===== config.mk =====
export PLATFORM = sky130hd
export DESIGN_NAME = nibble_serial_subtractor_flat
export DESIGN_NICKNAME = d
export VERILOG_FILES = /design/src/rtl/nibble_serial_subtractor_pkg.sv /design/src/rtl/nibble_serial_subtractor_if.sv /design/src/rtl/nibble_serial_subtractor_slice.sv /design/src/rtl/nibble_serial_subtractor.sv /design/src/flat_wrapper.sv
export SDC_FILE = /design/constraint.sdc
export NUM_CORES = 1
export LEC_CHECK = 0
export BUFFER_PORTS_ARGS = -buffer_cell sky130_fd_sc_hd__buf_2
export CAP_MARGIN = 10
export CORE_UTILIZATION = 45
export CTS_CLUSTER_SIZE = 28
export DETAILED_ROUTE_END_ITERATION = 12
export PLACE_DENSITY = 0.69
export SKIP_LAST_GASP = 1
export SLEW_MARGIN = 20
export SYNTH_ARGS = -nofsm -noshare
export SYNTH_HDL_FRONTEND = slang
export SYNTH_SLANG_ARGS = --single-unit
export TNS_END_PERCENT = 5

===== constraint.sdc =====
create_clock -name clk -period 3.7 [get_ports clk]
set_clock_uncertainty 0.2 [all_clocks]
set_input_delay 0.37 -clock clk [delete_from_list [all_inputs] [get_ports clk]]
set_output_delay 0.37 -clock clk [all_outputs]
set_load 0.1 [all_outputs]

===== src/rtl/nibble_serial_subtractor_pkg.sv =====
// Shared constants, state encoding and sizing helper for the nibble-serial subtractor.
// Optional feature macro used by this slice: SUB_OVERFLOW_FLAG_EN.
package sub_pkg;

    localparam int WIDTH_DEF = 16;
    localparam int SLICE_DEF = 4;

    typedef enum logic [1:0] {
        ST_IDLE = 2'd0,
        ST_BUSY = 2'd1,
        ST_DONE = 2'd2
    } state_e;

    // A single-slice configuration still needs a 1-bit counter to stay legal.
    function automatic int cnt_width(input int nslice);
        return (nslice > 1) ? $clog2(nslice) : 1;
    endfunction

    localparam int CNT_W_DEF = cnt_width(WIDTH_DEF / SLICE_DEF);

endpackage


===== src/rtl/nibble_serial_subtractor_if.sv =====
// Operand/result handshake bundle for the nibble-serial subtractor.
// ovf exists only when SUB_OVERFLOW_FLAG_EN is defined.
interface nibble_serial_subtractor_if #(
    parameter int WIDTH = sub_pkg::WIDTH_DEF
);
    // Handshakes: a transfer happens on a rising clk edge where valid && ready.
    // valid never waits on ready, and a raised valid holds its payload stable
    // until that transfer edge.
    logic             in_valid;
    logic             in_ready;
    logic [WIDTH-1:0] a;
    logic [WIDTH-1:0] b;
    logic             bi;
    logic             out_valid;
    logic             out_ready;
    logic [WIDTH-1:0] d;
    logic             bo;
`ifdef SUB_OVERFLOW_FLAG_EN
    logic             ovf;
`endif
    logic [1:0]       dbg_state;

    modport master (
        output in_valid, a, b, bi, out_ready,
`ifdef SUB_OVERFLOW_FLAG_EN
        input  ovf,
`endif
        input  in_ready, out_valid, d, bo, dbg_state
    );

    modport slave (
        input  in_valid, a, b, bi, out_ready,
`ifdef SUB_OVERFLOW_FLAG_EN
        output ovf,
`endif
        output in_ready, out_valid, d, bo, dbg_state
    );

endinterface


===== src/rtl/nibble_serial_subtractor_slice.sv =====
// Combinational W-bit borrow subtractor: diff = x - y - bin, built as a
// ripple of full-adder cells computing x + ~y + ~bin.
module nibble_sub_slice #(
    parameter int W = sub_pkg::SLICE_DEF
) (
    input  logic [W-1:0] x,
    input  logic [W-1:0] y,
    input  logic         bin,
    output logic [W-1:0] diff,
    output logic         bout
);

    logic [W:0]   c;
    logic [W-1:0] yn;

    assign yn   = ~y;
    assign c[0] = ~bin;

    for (genvar i = 0; i < W; i++) begin : g_fa
        assign diff[i]  = x[i] ^ yn[i] ^ c[i];
        assign c[i + 1] = (x[i] & yn[i]) | (c[i] & (x[i] ^ yn[i]));
    end

    // Carry out of the inverted-operand sum is the complement of the borrow.
    assign bout = ~c[W];

endmodule


===== src/rtl/nibble_serial_subtractor.sv =====
// Multi-cycle unsigned subtractor d = a - b - bi, one SLICE-bit slice per clock, LSB first.
// Optional signed-overflow output enabled by SUB_OVERFLOW_FLAG_EN.
module nibble_serial_subtractor
    import sub_pkg::*;
#(
    parameter int WIDTH = WIDTH_DEF,
    parameter int SLICE = SLICE_DEF
) (
    input logic                      clk,
    input logic                      rst_n,
    nibble_serial_subtractor_if.slave bus
);

    localparam int NSLICE = WIDTH / SLICE;
    localparam int CNT_W  = cnt_width(NSLICE);

    localparam logic [1:0] IDLE = ST_IDLE;
    localparam logic [1:0] BUSY = ST_BUSY;
    localparam logic [1:0] DONE = ST_DONE;

    logic [1:0]       state_q, state_d;
    logic [CNT_W-1:0] cnt_q, cnt_d;
    logic [WIDTH-1:0] a_q, a_d;
    logic [WIDTH-1:0] b_q, b_d;
    logic             borrow_q, borrow_d;
    logic [WIDTH-1:0] d_q, d_d;
    logic             bo_q, bo_d;
    logic             in_ready_q, in_ready_d;
    logic             out_valid_q, out_valid_d;
`ifdef SUB_OVERFLOW_FLAG_EN
    logic             ovf_q, ovf_d;
`endif

    logic [SLICE-1:0] slice_x, slice_y, slice_diff;
    logic             slice_bout;
    logic             last_slice;
    int               slice_base;

    assign slice_base = int'(cnt_q) * SLICE;
    assign slice_x    = a_q[slice_base +: SLICE];
    assign slice_y    = b_q[slice_base +: SLICE];
    assign last_slice = (cnt_q == CNT_W'(NSLICE - 1));

    nibble_sub_slice #(.W(SLICE)) u_slice (
        .x    (slice_x),
        .y    (slice_y),
        .bin  (borrow_q),
        .diff (slice_diff),
        .bout (slice_bout)
    );

    always_comb begin
        state_d  = state_q;
        cnt_d    = cnt_q;
        a_d      = a_q;
        b_d      = b_q;
        borrow_d = borrow_q;
        d_d      = d_q;
        bo_d     = bo_q;
`ifdef SUB_OVERFLOW_FLAG_EN
        ovf_d    = ovf_q;
`endif
        case (state_q)
            IDLE: begin
                if (bus.in_valid && in_ready_q) begin
                    a_d      = bus.a;
                    b_d      = bus.b;
                    borrow_d = bus.bi;
                    cnt_d    = '0;
                    d_d      = '0;
                    bo_d     = 1'b0;
`ifdef SUB_OVERFLOW_FLAG_EN
                    ovf_d    = 1'b0;
`endif
                    state_d  = BUSY;
                end
            end
            BUSY: begin
                d_d[slice_base +: SLICE] = slice_diff;
                borrow_d = slice_bout;
                cnt_d    = cnt_q + 1'b1;
                if (last_slice) begin
                    bo_d    = slice_bout;
                    cnt_d   = '0;
                    state_d = DONE;
`ifdef SUB_OVERFLOW_FLAG_EN
                    // The last slice's MSB is the result MSB.
                    ovf_d = (a_q[WIDTH-1] != b_q[WIDTH-1]) &&
                            (slice_diff[SLICE-1] != a_q[WIDTH-1]);
`endif
                end
            end
            DONE: begin
                if (bus.out_ready) state_d = IDLE;
            end
            default: state_d = IDLE;
        endcase
        // Registered handshake outputs keep in_ready low while reset is held.
        in_ready_d  = (state_d == IDLE);
        out_valid_d = (state_d == DONE);
    end

    always_ff @(posedge clk or negedge rst_n) begin
        if (!rst_n) begin
            state_q     <= IDLE;
            cnt_q       <= '0;
            a_q         <= '0;
            b_q         <= '0;
            borrow_q    <= 1'b0;
            d_q         <= '0;
            bo_q        <= 1'b0;
            in_ready_q  <= 1'b0;
            out_valid_q <= 1'b0;
`ifdef SUB_OVERFLOW_FLAG_EN
            ovf_q       <= 1'b0;
`endif
        end else begin
            state_q     <= state_d;
            cnt_q       <= cnt_d;
            a_q         <= a_d;
            b_q         <= b_d;
            borrow_q    <= borrow_d;
            d_q         <= d_d;
            bo_q        <= bo_d;
            in_ready_q  <= in_ready_d;
            out_valid_q <= out_valid_d;
`ifdef SUB_OVERFLOW_FLAG_EN
            ovf_q       <= ovf_d;
`endif
        end
    end

    assign bus.in_ready  = in_ready_q;
    assign bus.out_valid = out_valid_q;
    assign bus.d         = d_q;
    assign bus.bo        = bo_q;
    assign bus.dbg_state = state_q;
`ifdef SUB_OVERFLOW_FLAG_EN
    assign bus.ovf       = ovf_q;
`endif

endmodule


===== src/flat_wrapper.sv =====
// flat-port wrapper written by rule: the top's interface ports become plain ports
module nibble_serial_subtractor_flat import sub_pkg::*;
#(
    parameter int WIDTH = WIDTH_DEF,
    parameter int SLICE = SLICE_DEF
)
  (clk, rst_n, bus_in_valid, bus_a, bus_b, bus_bi, bus_out_ready, bus_in_ready, bus_out_valid, bus_d, bus_bo, bus_dbg_state);
  nibble_serial_subtractor_if #(.WIDTH(WIDTH)) bus_i ();
  input logic clk;
  input logic rst_n;
  input wire logic [$bits(bus_i.in_valid)-1:0] bus_in_valid;
  input wire logic [$bits(bus_i.a)-1:0] bus_a;
  input wire logic [$bits(bus_i.b)-1:0] bus_b;
  input wire logic [$bits(bus_i.bi)-1:0] bus_bi;
  input wire logic [$bits(bus_i.out_ready)-1:0] bus_out_ready;
  output wire logic [$bits(bus_i.in_ready)-1:0] bus_in_ready;
  output wire logic [$bits(bus_i.out_valid)-1:0] bus_out_valid;
  output wire logic [$bits(bus_i.d)-1:0] bus_d;
  output wire logic [$bits(bus_i.bo)-1:0] bus_bo;
  output wire logic [$bits(bus_i.dbg_state)-1:0] bus_dbg_state;
  assign bus_i.in_valid = bus_in_valid;
  assign bus_i.a = bus_a;
  assign bus_i.b = bus_b;
  assign bus_i.bi = bus_bi;
  assign bus_i.out_ready = bus_out_ready;
  assign bus_in_ready = bus_i.in_ready;
  assign bus_out_valid = bus_i.out_valid;
  assign bus_d = bus_i.d;
  assign bus_bo = bus_i.bo;
  assign bus_dbg_state = bus_i.dbg_state;
  nibble_serial_subtractor #(.WIDTH(WIDTH), .SLICE(SLICE)) u_core (.clk(clk), .rst_n(rst_n), .bus(bus_i));
endmodule

== After elaboration in Yosys (flattened, before gate mapping) ==
Index checks and enable logic that the tools add are counted.
Storage, ports and cells
  register bits: 56
  input bits: 37
  output and inout port bits: 21
  word-level logic and storage cells: 66
Cells by class
  add/sub/neg operators: 2
  eq/ne operators: 6
  shift operators: 4
  mux-type cells: 15
  bitwise gates (word level): 23
  reductions and logical operators: 7
Operators with widths (count)
  $neg A4 Y33: 1
  $shift A4 B33 Y16 const A: 1
  $shiftx A4 B33 Y16: 1
  $pmux W16 S2: 1
  $shiftx A16 B5 Y4: 2
  $bwmux W16: 1
  $mux W16: 1
  $mux W2: 5
  $and A1 B1 Y1: 8
  $xor A1 B1 Y1: 8
  $eq A2 B2 Y1 const B: 3
  $pmux W2 S3: 1
  $logic_not A2 Y1: 2
  $ne A2 B1 Y1 const B: 2
  $not A4 Y4: 1
  $or A1 B1 Y1: 4
  $pmux W1 S2: 2
  $pmux W2 S2: 1
  $reduce_and A2 Y1: 2
  $mux W1: 3
  $reduce_and A3 Y1: 1
  $add A2 B1 Y2 const B: 1
  $eq A2 B1 Y1 const B: 1
  $not A1 Y1: 2
  2 further kinds: 2

== Logic depth before layout (Yosys ltp) ==
Gate-level depths: netlist of the first run.
  depth after elaboration: 14
  gate-level depth with buffers: 11
  depth with buffers taken out: 10

== Hierarchy ==
From an unflattened synthesis of the first run, not the netlist that was laid out.
Unflattened totals
  cells, all modules: 167
  area, all modules: 2552.4 um^2
Modules (own cells, without submodules)
  nibble_serial_subtractor: times used 1, cells an instance 155, area an instance 2442.3 um^2, sequential area each 1401.3 um^2
  nibble_sub_slice: times used 1, cells an instance 12, area an instance 110.1 um^2, sequential area each 0.0 um^2

== Worst setup path after synthesis of the first run ==
Ideal clock, no wire load.
  path type: reg-to-reg
  start point: reg u_core.cnt_q[0]
  end point: reg u_core.d_q[11] (netlist: u_core.bus.d[11])
  setup time: 122 ps
  arrival time: 2915 ps
  required time: 3378 ps
  path slack: 463 ps
  cell stages (with the launch flop): 10
  buffers on the path: 1
  period minus slack after synthesis: 3237 ps
  path through: dfrtp_1 -> buf_6 -> mux4_2 -> fa_1 -> inv_1 -> fa_1 -> inv_1 -> fa_1 -> fa_1 -> a22o_1
Between the ends
  longest elaborated chain between the ends: 13
  elaborated cells on any way between the ends: 25
  those cells by class: add/sub: 1; shift: 4; mux: 2; bitwise: 18
Ends and longest elaborated chain
  from (decl): RTL line nibble_serial_subtractor.sv:22  | logic [CNT_W-1:0] cnt_q, cnt_d;
  from (signal assigned): RTL line nibble_serial_subtractor.sv:119  | cnt_q <= cnt_d;
  $shiftx A16 B5 Y4: RTL line nibble_serial_subtractor.sv:41  | assign slice_y = b_q[slice_base +: SLICE];
  $not A4 Y4: RTL line nibble_serial_subtractor_slice.sv:16  | assign yn = ~y;
  $xor A1 B1 Y1: RTL line nibble_serial_subtractor_slice.sv:20, nibble_serial_subtractor_slice.sv:21
  $and A1 B1 Y1: RTL line nibble_serial_subtractor_slice.sv:21  | assign c[i + 1] = (x[i] & yn[i]) | (c[i] & (x[i] ^ yn[i]));
  $or A1 B1 Y1: RTL line nibble_serial_subtractor_slice.sv:21
  $and A1 B1 Y1: RTL line nibble_serial_subtractor_slice.sv:21
  $or A1 B1 Y1: RTL line nibble_serial_subtractor_slice.sv:21
  $and A1 B1 Y1: RTL line nibble_serial_subtractor_slice.sv:21
  $or A1 B1 Y1: RTL line nibble_serial_subtractor_slice.sv:21
  $xor A1 B1 Y1: RTL line nibble_serial_subtractor_slice.sv:20  | assign diff[i] = x[i] ^ yn[i] ^ c[i];
  $shiftx A4 B33 Y16: RTL line nibble_serial_subtractor.sv:79  | d_d[slice_base +: SLICE] = slice_diff;
  $bwmux W16 (*): RTL line nibble_serial_subtractor.sv:79
  $pmux W16 S2 (*): RTL line nibble_serial_subtractor.sv:63  | case (state_q)
  to (signal assigned): RTL line nibble_serial_subtractor.sv:110  | d_q <= '0;
  to (signal assigned): RTL line nibble_serial_subtractor.sv:123  | d_q <= d_d;
  to (decl): RTL line nibble_serial_subtractor.sv:26  | logic [WIDTH-1:0] d_q, d_d;
Every way passes the cells marked *; elsewhere a longest branch is shown, timed or not.
A chain may end at the register's enable or synchronous reset.

== Worst setup path after layout of the first run ==
  start point: reg u_core.cnt_q[0]
  end point: reg u_core.d_q[15] (netlist: u_core.bus.d[15])
The elaborated chain is that of the path after synthesis.

==> reports/qor.yml, run 1 <==
synth:
  ys_seq_area_share_pct: 56.3
  synth_area_mm2: 0.00249
  yosysWarnings: 0
  synth.distinct_cells: 27
  post_synth.cell_area_avg_um2: 15.1
  postSynthCellCount: 165
  syn-num-nets: 210
  ys_seq_elements: 56
sta:
  tns_ps: 0
  relSlewSlack_pct: 48.0
  rsz0062_at_grt: "no"
  tightest_slew_ps: 779
  finalHoldViolations: 0
  slew_viol_final: 0
  fmax_mhz: 326
  period_minus_slack_ps: 3060
  setup_viol: 0
  fin_crit_sh_pct: 82.8
grt:
  grt_max_degree: 41
  grt_overflow: 0
  antenna_found_initial: 0
  grt_pass1_vias: 1680
  grt_util_all_layers_pct: 18.6
  grt_pass1_wl_um: 8340
cts:
  ctsResizeCount: 0
  cts_hold_buffers: 1
  htree_levels: 2
  numCtsBuffers: 5
  clock_sinks: 56
  cts_setup_buffers: 0
  path_clk_slew_ps: 90
  tritoncts: "built"
  cts-root-buf: "clkbuf_8"
  cts_buffer_depth: 2
  insertion_delay_ps: 310
drt:
  ant_nets: 0
  drt_wl_total_um: 4750
  wl_per_cell_um: 15.9
  dr.pass1.iters: 4
  drtIter0Drc: 76
  drc_errors: 0
  vias_per_cell: 5.32
  vias: 1592
placement:
  dp_hpwl_um: 3680
  globalplace.congestion: 0.794
  io_buffers: 57
critical_path:
  r2r_start: "u_core.cnt_q[0]"
  path_max_fanout: 10
  worstSetupStartpointType: "register"
  required_ps: 3710
  rr_endpoint: "u_core.bus.d[15]"
  r2r_setup_slack_ps: 640
  critical_path_arrival_ps: 3070
  end_kind: "register"
  crit_type: "register to register"
  crit_start: "u_core.cnt_q[0]"
  reg2regPathDepth: 10
floorplanning:
  ios: 58
  dieArea_mm2: 0.00583
  die_h_um: 76.4
  core_area_mm2: 0.00520
  num_rows: 26
  fp.dieW_um: 76.4
  initial_core_util_pct: 47.8
final_layout:
  area_growth_pct: 19.0
  fin_nets: 273
  final_cell_mix: "buf_2 (57), dfrtp_1 (56), mux2_2 (33)"
  fill_cells: 466
  drive_above_1_share_pct: 48.9
  final_common_cell: "buf_2"
  multiInputGateArea_um2: 1000
  seq_area_mm2: 0.00140
  diodes: 0
worst_hold_path:
  hp-start: "bus_b[10]"
  min_to: "u_core.b_q[10]"
  hp-class: "input port to register"
  hold_depth: 2
run:
  drv_cap: 0
status:
  status: "complete, no violations"
==> layout make-up <==
type / count / share of cell area (%)
Sequential cell: 56 / 47.3
Multi-Input combinational cell: 92 / 33.7
Timing Repair Buffer: 62 / 11.0
Tap cell: 70 / 2.96
Clock buffer: 6 / 2.45
Inverter: 11 / 1.39
Clock inverter: 2 / 1.18
==> per-layer routing <==
| layer | wire length (µm) | track usage (%) |
|---|---|---|
| met1 | 2170 | 26.3 |
| met2 | 2190 | 27.3 |
| met3 | 292 | 4.79 |
| met4 | 101 | 7.69 |
| met5 | 0 | 0 |
==> synth_stat cells, drive strengths merged <==
cell	number	area share (%)
dfrtp	56	56
mux2	33	15
a22o	17	6.0
inv	11	1.7
mux4	8	7.2
buf	5	1.8
nand2	5	0.75
fa	4	3.2
ha	4	2.0
nor2	3	0.45
a21oi	2	0.55
a31oi	2	0.50
nand2b	2	0.50
nor3	2	0.40
a221o	1	0.40
and2	1	0.25
and2b	1	0.30
and4bb	1	0.65
clkbuf	1	0.15
nand3b	1	0.30
nor4	1	0.25
nor4b	1	0.60
o21bai	1	0.30
o31ai	1	0.30
or3	1	0.25
==> logic make-up (layout without fill, tap and decap cells) <==
family	after synthesis	in the layout	share of synthesized area, %
AND/OR/NAND/NOR	19	19	4.72
AO/OA/AOI/OAI	24	24	8.04
multiplexers	41	41	22.2
flip-flops	56	56	56.3
adder cells (fa/ha/maj)	8	8	5.23
buffers and inverters	17	81	3.57
==> critical path, stage by stage, from the launching register on <==
cell and delay [ps]:
dfrtp_1 420, buf_4 190, mux4_2 330, inv_1 50
fa_1 390, inv_1 80, fa_1 160, inv_1 50
fa_1 370, fa_1 500, a22o_1 220
==> worst max-delay path by stage <==
stage                             endpoint  slack, ps  depth (start not counted)
final                     u_core.bus.d[15]        640                         10
after global routing       u_core.bus.d[7]        490                         10
after CTS                 u_core.bus.d[15]        600                         10
after detailed placement  u_core.bus.d[15]        630                         10
after global placement    u_core.bus.d[15]        700                         10
after floorplan           u_core.bus.d[11]        460                          9
==> sequential cells by signal, indices dropped and copies added, names as in the netlist <==
signal,count
u_core.b_q,16
u_core.borrow_q,1
u_core.bus.bo,1
u_core.a_q,16
u_core.bus.d,16
u_core.bus.dbg_state,2
u_core.bus.in_ready,1
u_core.bus.out_valid,1
u_core.cnt_q,2
==> through the flow <==
stage                     hold slack, ps  instances  setup slack, ps  instance area, µm²  util [%]
final                               82.6        299              637                2960      56.9
after global routing                72.3        299              491                2960      56.9
after CTS                           73.9        299              600                2960      56.9
after detailed placement             288        290              634                2850      54.7
after global placement               286        290              699                2850      54.7
after floorplan                     -126        165              463                2490         -
Power of run 1 is left out: the tool's default activity adds up to more than one toggle a clock period on the data nets, which glitch-free logic cannot reach.
==> inputs of run 2 (changes only) <==
- ABC_AREA: default -> 1
- PLACE_DENSITY: 0.69 -> 0.7
- clock period: 3.7 -> 2.8 ns (I/O delays scaled with it)
==> reports/qor.yml, run 2 <==
status:
  status: "finished with violations"
  violations: "DRC, hold timing, setup timing"
synth:
  ys_seq_area_share_pct: 51.2
  synth_area_leaders: "dfrtp_1 (51%), nand2_1 (19%), nand3_1 (12%), fa_1 (2.9%), inv_1 (2.9%)"
  ys.flop_type: "dfrtp_1"
  synth-async-reset-ratio_pct: 100
  synth_edf_count: 0
  yosysMostFrequentCell: "nand2_1"
  postSynthCellCount: 342
  netlist.area_leader.share_pct: 51.2
  ys_seq_elements: 56
  yosysWarnings: 0
  synth_top_area_cell: "dfrtp_1"
  synth.distinct_cells: 19
  post_synth.cell_area_avg_um2: 8.00
  syn-num-nets: 387
  ys_top_cells_by_count: "nand2_1 (138), nand3_1 (66), dfrtp_1 (56), inv_1 (21), nor2_1 (11)"
  synth_area_mm2: 0.00274
placement:
  globalplace.congestion: 0.884
  dp.cells: 467
  io_buffers: 57
  dp_hpwl_um: 4460
  place_area_mm2: 0.00313
critical_path:
  path_max_fanout: 4
  path_buf_inv: 3
  crit_type: "register to register"
  end_kind: "register"
  critical_path_arrival_ps: 2950
  cp_top_family: "adder cells"
  crit_slowest_cell: "fa_1"
  worstSetupStartpointType: "register"
  cp_common_cell: "nand2_1"
  crit_chain: "clkinvlp_4, o211ai_1, nand2_1, fa_2, inv_2, fa_1, inv_1, fa_2, fa_1, nand2_2, nor2_2, nand2_1, nand2_1"
  required_ps: 2860
  critPathMaxStageDelay_ps: 530
sta:
  rsz0062_at_grt: "yes"
  setup_viol: 4
  relSlewSlack_pct: 54.6
  layout_setup_ws_ps: -94.0
  slew_viol_final: 0
  finalHoldViolations: 1
  fmax_mhz: 346
  fin_crit_sh_pct: 103
  hold_ws_ps: -0.107
  tightest_slew_ps: 681
  period_minus_slack_ps: 2890
grt:
  grt_pass1_vias: 2319
  grt_max_degree: 34
  grt_pass1_wl_um: 11000
  antenna_found_initial: 0
  grt_overflow: 0
  grt_util_all_layers_pct: 22.5
cts:
  tritoncts: "built"
  numCtsBuffers: 5
  path_clk_slew_ps: 100
  cts-root-buf: "clkbuf_8"
  cts_buffer_depth: 2
  htree_levels: 2
  insertion_delay_ps: 310
  clock_sinks: 56
final_layout:
  seq_area_mm2: 0.00140
  diodes: 0
  fin_cells: 495
  final_common_cell: "nand2_1"
  final_cell_mix: "nand2_1 (137), nand3_1 (66), buf_2 (57)"
  fill_cells: 556
  final_core_util_pct: 58.5
  drive_above_1_share_pct: 21.9
  multiInputGateArea_mm2: 0.00117
  design_area_mm2: 0.00344
  area_growth_pct: 25.8
  fin_nets: 464
floorplanning:
  ios: 58
  dieArea_mm2: 0.00640
  num_rows: 28
  die_h_um: 80.0
  core_area_mm2: 0.00589
  initial_core_util_pct: 46.5
  fp.dieW_um: 80.0
drt:
  dr.pass1.iters: 8
  ant_nets: 0
  drtIter0Drc: 176
  drc_errors: 1
  drt_wl_total_um: 6360
  vias_per_cell: 5.06
  vias: 2505
  wl_per_cell_um: 12.8
run:
  drv_cap: 0
worst_hold_path:
  hp-class: "input port to register"
-- run 2: final cells by class --
type | count | share of cell area, %
clock buffers | 5 | 2.00
clock inverters | 3 | 1.38
inverters | 23 | 2.54
multi-input cells | 244 | 33.9
flip-flops and latches | 56 | 40.7
well taps | 75 | 2.72
repair buffers | 88 | 16.5
repair inverters | 1 | 0.218
-- run 2: routing by layer --
layer / global-route usage, % / vias up / part of all wire (%)
met5: 0 / - / 0
met4: 6.79 / 0 / 1.9
met3: 4.00 / 11 / 3.7
met2: 36.6 / 54 / 48
met1: 30.7 / 1190 / 47
li1: - / 1250 / -
-- run 2: per-stage QoR --
| step | setup WS (ps) | TNS [ps] | hold WS, ps |
|---|---|---|---|
| after CTS | -60.4 | -185 | 0.0341 |
| final | -94.0 | -320 | -0.107 |
| after detailed placement | -97.3 | -184 | 156 |
| after global routing | -281 | -1390 | 1.26 |
| after floorplan | -58.5 | -116 | -216 |
| after global placement | -4.59 | -8.81 | 151 |
-- run 2: path summary, 6_finish.rpt --
path	slack (ps)	to	cells after the start	from
setup / recovery	-90	u_core.bus.d[15]	13	u_core.cnt_q[0]
hold / removal	-0.1	u_core.a_q[9]	3	bus_a[9]
setup reg to reg	-90	u_core.bus.d[15]	13	u_core.cnt_q[0]
hold reg to reg	280	u_core.b_q[10]	2	u_core.b_q[10]
max in group asynchronous	1470	u_core.b_q[11]	3	rst_n
min in group asynchronous	340	u_core.b_q[0]	2	rst_n
-- run 2: what timing repair did --
item                                    CTS  global route
pin swaps                                 3             0
cloned                                    1             0
resized for setup                         4             0
endpoints found under the setup margin    3             9
buffers inserted                          4             0
hold endpoints to repair                 42             1
hold buffers                             14             1
-- run 2: cells by family after synthesis --
family          after synthesis  share of synthesized area (%)
fa+ha+maj                     8                           4.75
flops                        56                           51.2
compound gates               12                           3.11
simple gates                224                           34.5
buf+inv                      42                           6.49
-- run 2: worst register-to-register path, cell delays in order (launching register included) --
cell	delay (ps)
dfrtp_2	430
clkinvlp_4	120
o211ai_1	190
nand2_1	90
fa_2	340
inv_2	60
fa_1	160
inv_1	60
fa_2	350
fa_1	530
nand2_2	80
nor2_2	100
nand2_1	60
nand2_1	60
Power of run 2 is left out for the same reason.
==> inputs of run 3 (changes only) <==
--- a/config.mk
+++ b/config.mk
@@ -18,3 +18,3 @@
 export SYNTH_HDL_FRONTEND = slang
 export SYNTH_SLANG_ARGS = --single-unit
-export TNS_END_PERCENT = 5
+export TNS_END_PERCENT = 30
==> constraint.sdc (replaced) <==
create_clock -name clk -period 2.8 [get_ports clk]
set_clock_uncertainty 0.2 [all_clocks]
set_input_delay 0 -clock clk [delete_from_list [all_inputs] [get_ports clk]]
set_output_delay 0 -clock clk [all_outputs]
set_load 0.1 [all_outputs]
==> reports/qor.yml, run 3 (same netlist as run 2, synthesis figures left out) <==
floorplanning:
  ios: 58
  die_h_um: 80.0
  core_area_mm2: 0.00589
  fp.dieW_um: 80.0
  num_rows: 28
  dieArea_mm2: 0.00640
  initial_core_util_pct: 46.5
drt:
  drtIter0Drc: 200
  ant_nets: 0
  wl_per_cell_um: 12.7
  vias: 2518
  drt_wl_total_um: 6570
  drc_errors: 1
  dr.pass1.iters: 8
  vias_per_cell: 4.87
grt:
  grt_util_all_layers_pct: 22.7
  grt_pass1_wl_um: 11200
  top_usage_layer: "met2"
  antenna_found_initial: 0
  grt_pass1_vias: 2513
  met2_usage_pct: 39.8
  grt_overflow: 0
  grt_use_met1_pct: 28.6
  grt_max_degree: 57
  use_met3_pct: 4.00
cts:
  cts-root-buf: "clkbuf_8"
  path_clk_slew_ps: 110
  cts_buffer_depth: 2
  htree_levels: 2
  insertion_delay_ps: 310
  tritoncts: "built"
  numCtsBuffers: 5
  clock_sinks: 56
critical_path:
  critPathMaxStageDelay_ps: 530
  cp_common_cell: "nand2_1"
  required_ps: 2850
  path_max_fanout: 4
  end_kind: "register"
  worstSetupStartpointType: "register"
  crit_slowest_cell: "fa_1"
  crit_chain: "clkinvlp_4, o211ai_1, nand2_1, fa_2, inv_2, fa_1, inv_2, fa_2, fa_1, nand2_2, nor2_2, nand2_1, nand2_1"
  critical_path_arrival_ps: 2930
  r2r_start: "u_core.cnt_q[0]"
  crit_start: "u_core.cnt_q[0]"
  crit_type: "register to register"
  r2r_setup_slack_ps: -80
worst_hold_path:
  hp-class: "input port to async pin"
power:
  cellInternalPower_mw: 2.31
  leakage_nw: 2.02
  p_sw_mw: 2.62
  swShare_pct: 53.1
  comb_power_share_pct: 60.7
  p_total_mw: 4.93
  seqPwrFrac_pct: 28.4
  p_clk_share_pct: 10.9
  peakVddDrop_mv: 1.01
  power.density_mw_per_mm2: 1350
sta:
  rsz0062_at_grt: "yes"
  tightest_slew_ps: 705
  fin_crit_sh_pct: 103
  finalHoldViolations: 0
  hold_ws_ps: 150
  layout_setup_ws_ps: -81.0
  fmax_mhz: 347
  setup_viol: 4
  period_minus_slack_ps: 2880
  relSlewSlack_pct: 53.0
  slew_viol_final: 0
run:
  drv_cap: 0
final_layout:
  diodes: 0
  final_common_cell: "nand2_1"
  drive_above_1_share_pct: 21.7
  final_cell_mix: "nand2_1 (136), nand3_1 (66), buf_2 (57)"
  design_area_mm2: 0.00365
  fin_nets: 486
  area_growth_pct: 33.5
placement:
  globalplace.congestion: 0.858
  place_area_mm2: 0.00312
  dp_hpwl_um: 4310
  io_buffers: 57
status:
  violations: "DRC, setup timing"
  status: "finished with violations"
[run 3: timing repair]
item,CTS,global route
hold buffers,36,0
endpoints found under the setup margin,2,7
cloned,1,0
gates resized for setup,3,4
pin swaps,5,2
endpoints found under the hold margin,92,0
buffers inserted,4,1
[run 3: stage by stage]
step	setup slack (ps)	utilization [%]	TNS, ps	std cells
floorplan	-58.5	-	-116	342
global placement	2.68	53.0	0	467
detailed placement	-63.9	53.0	-112	467
CTS	-69.3	61.8	-132	516
global route	-198	62.1	-814	517
finish	-81.0	62.1	-233	517
[run 3: power groups by stage]
stage | clock network [mW] | logic [mW] | registers (mW)
global route | 0.582 | 3.33 | 1.44
finish | 0.538 | 2.99 | 1.40
floorplan | 0 | 1.48 | 2.14
CTS | 0.552 | 2.89 | 1.40
detailed placement | 0 | 2.78 | 1.40
global placement | 0 | 2.75 | 1.39
[run 3: path summary, 6_finish.rpt]
path	to	depth (start not counted)
setup / recovery	u_core.bus.d[7]	13
hold / removal	u_core.a_q[5]	3
setup reg to reg	u_core.bus.d[7]	13
hold reg to reg	u_core.b_q[9]	2
max in group asynchronous	u_core.cnt_q[1]	3
min in group clk	u_core.bus.dbg_state[1]	3
[run 3: per-layer routing]
layer	vias up	wire length (µm)
li1	1289	-
met1	1162	3020
met2	60	3220
met3	7	261
met4	0	72
met5	-	0
[run 3: cell type report]
| class | count | area [µm²] |
|---|---|---|
| Inverter | 23 | 87.6 |
| Timing Repair inverter | 1 | 7.51 |
| Timing Repair Buffer | 110 | 773 |
| Clock buffer | 5 | 68.8 |
| Multi-Input combinational cell | 244 | 1170 |
| Fill cell | 523 | 2230 |
| Clock inverter | 3 | 47.5 |
| Tap cell | 75 | 93.8 |
| Sequential cell | 56 | 1400 |
[run 3: worst max-delay path: cells and delay by family (launching register included)]
family                   cells  cell delay (ps)
buffers and inverters        3              220
adder cells (fa/ha/maj)      4             1380
AO/OA/AOI/OAI                1              170
flip-flops                   1              440
AND/OR/NAND/NOR              5              400
Note: power is estimated with default switching activity, not from simulation.
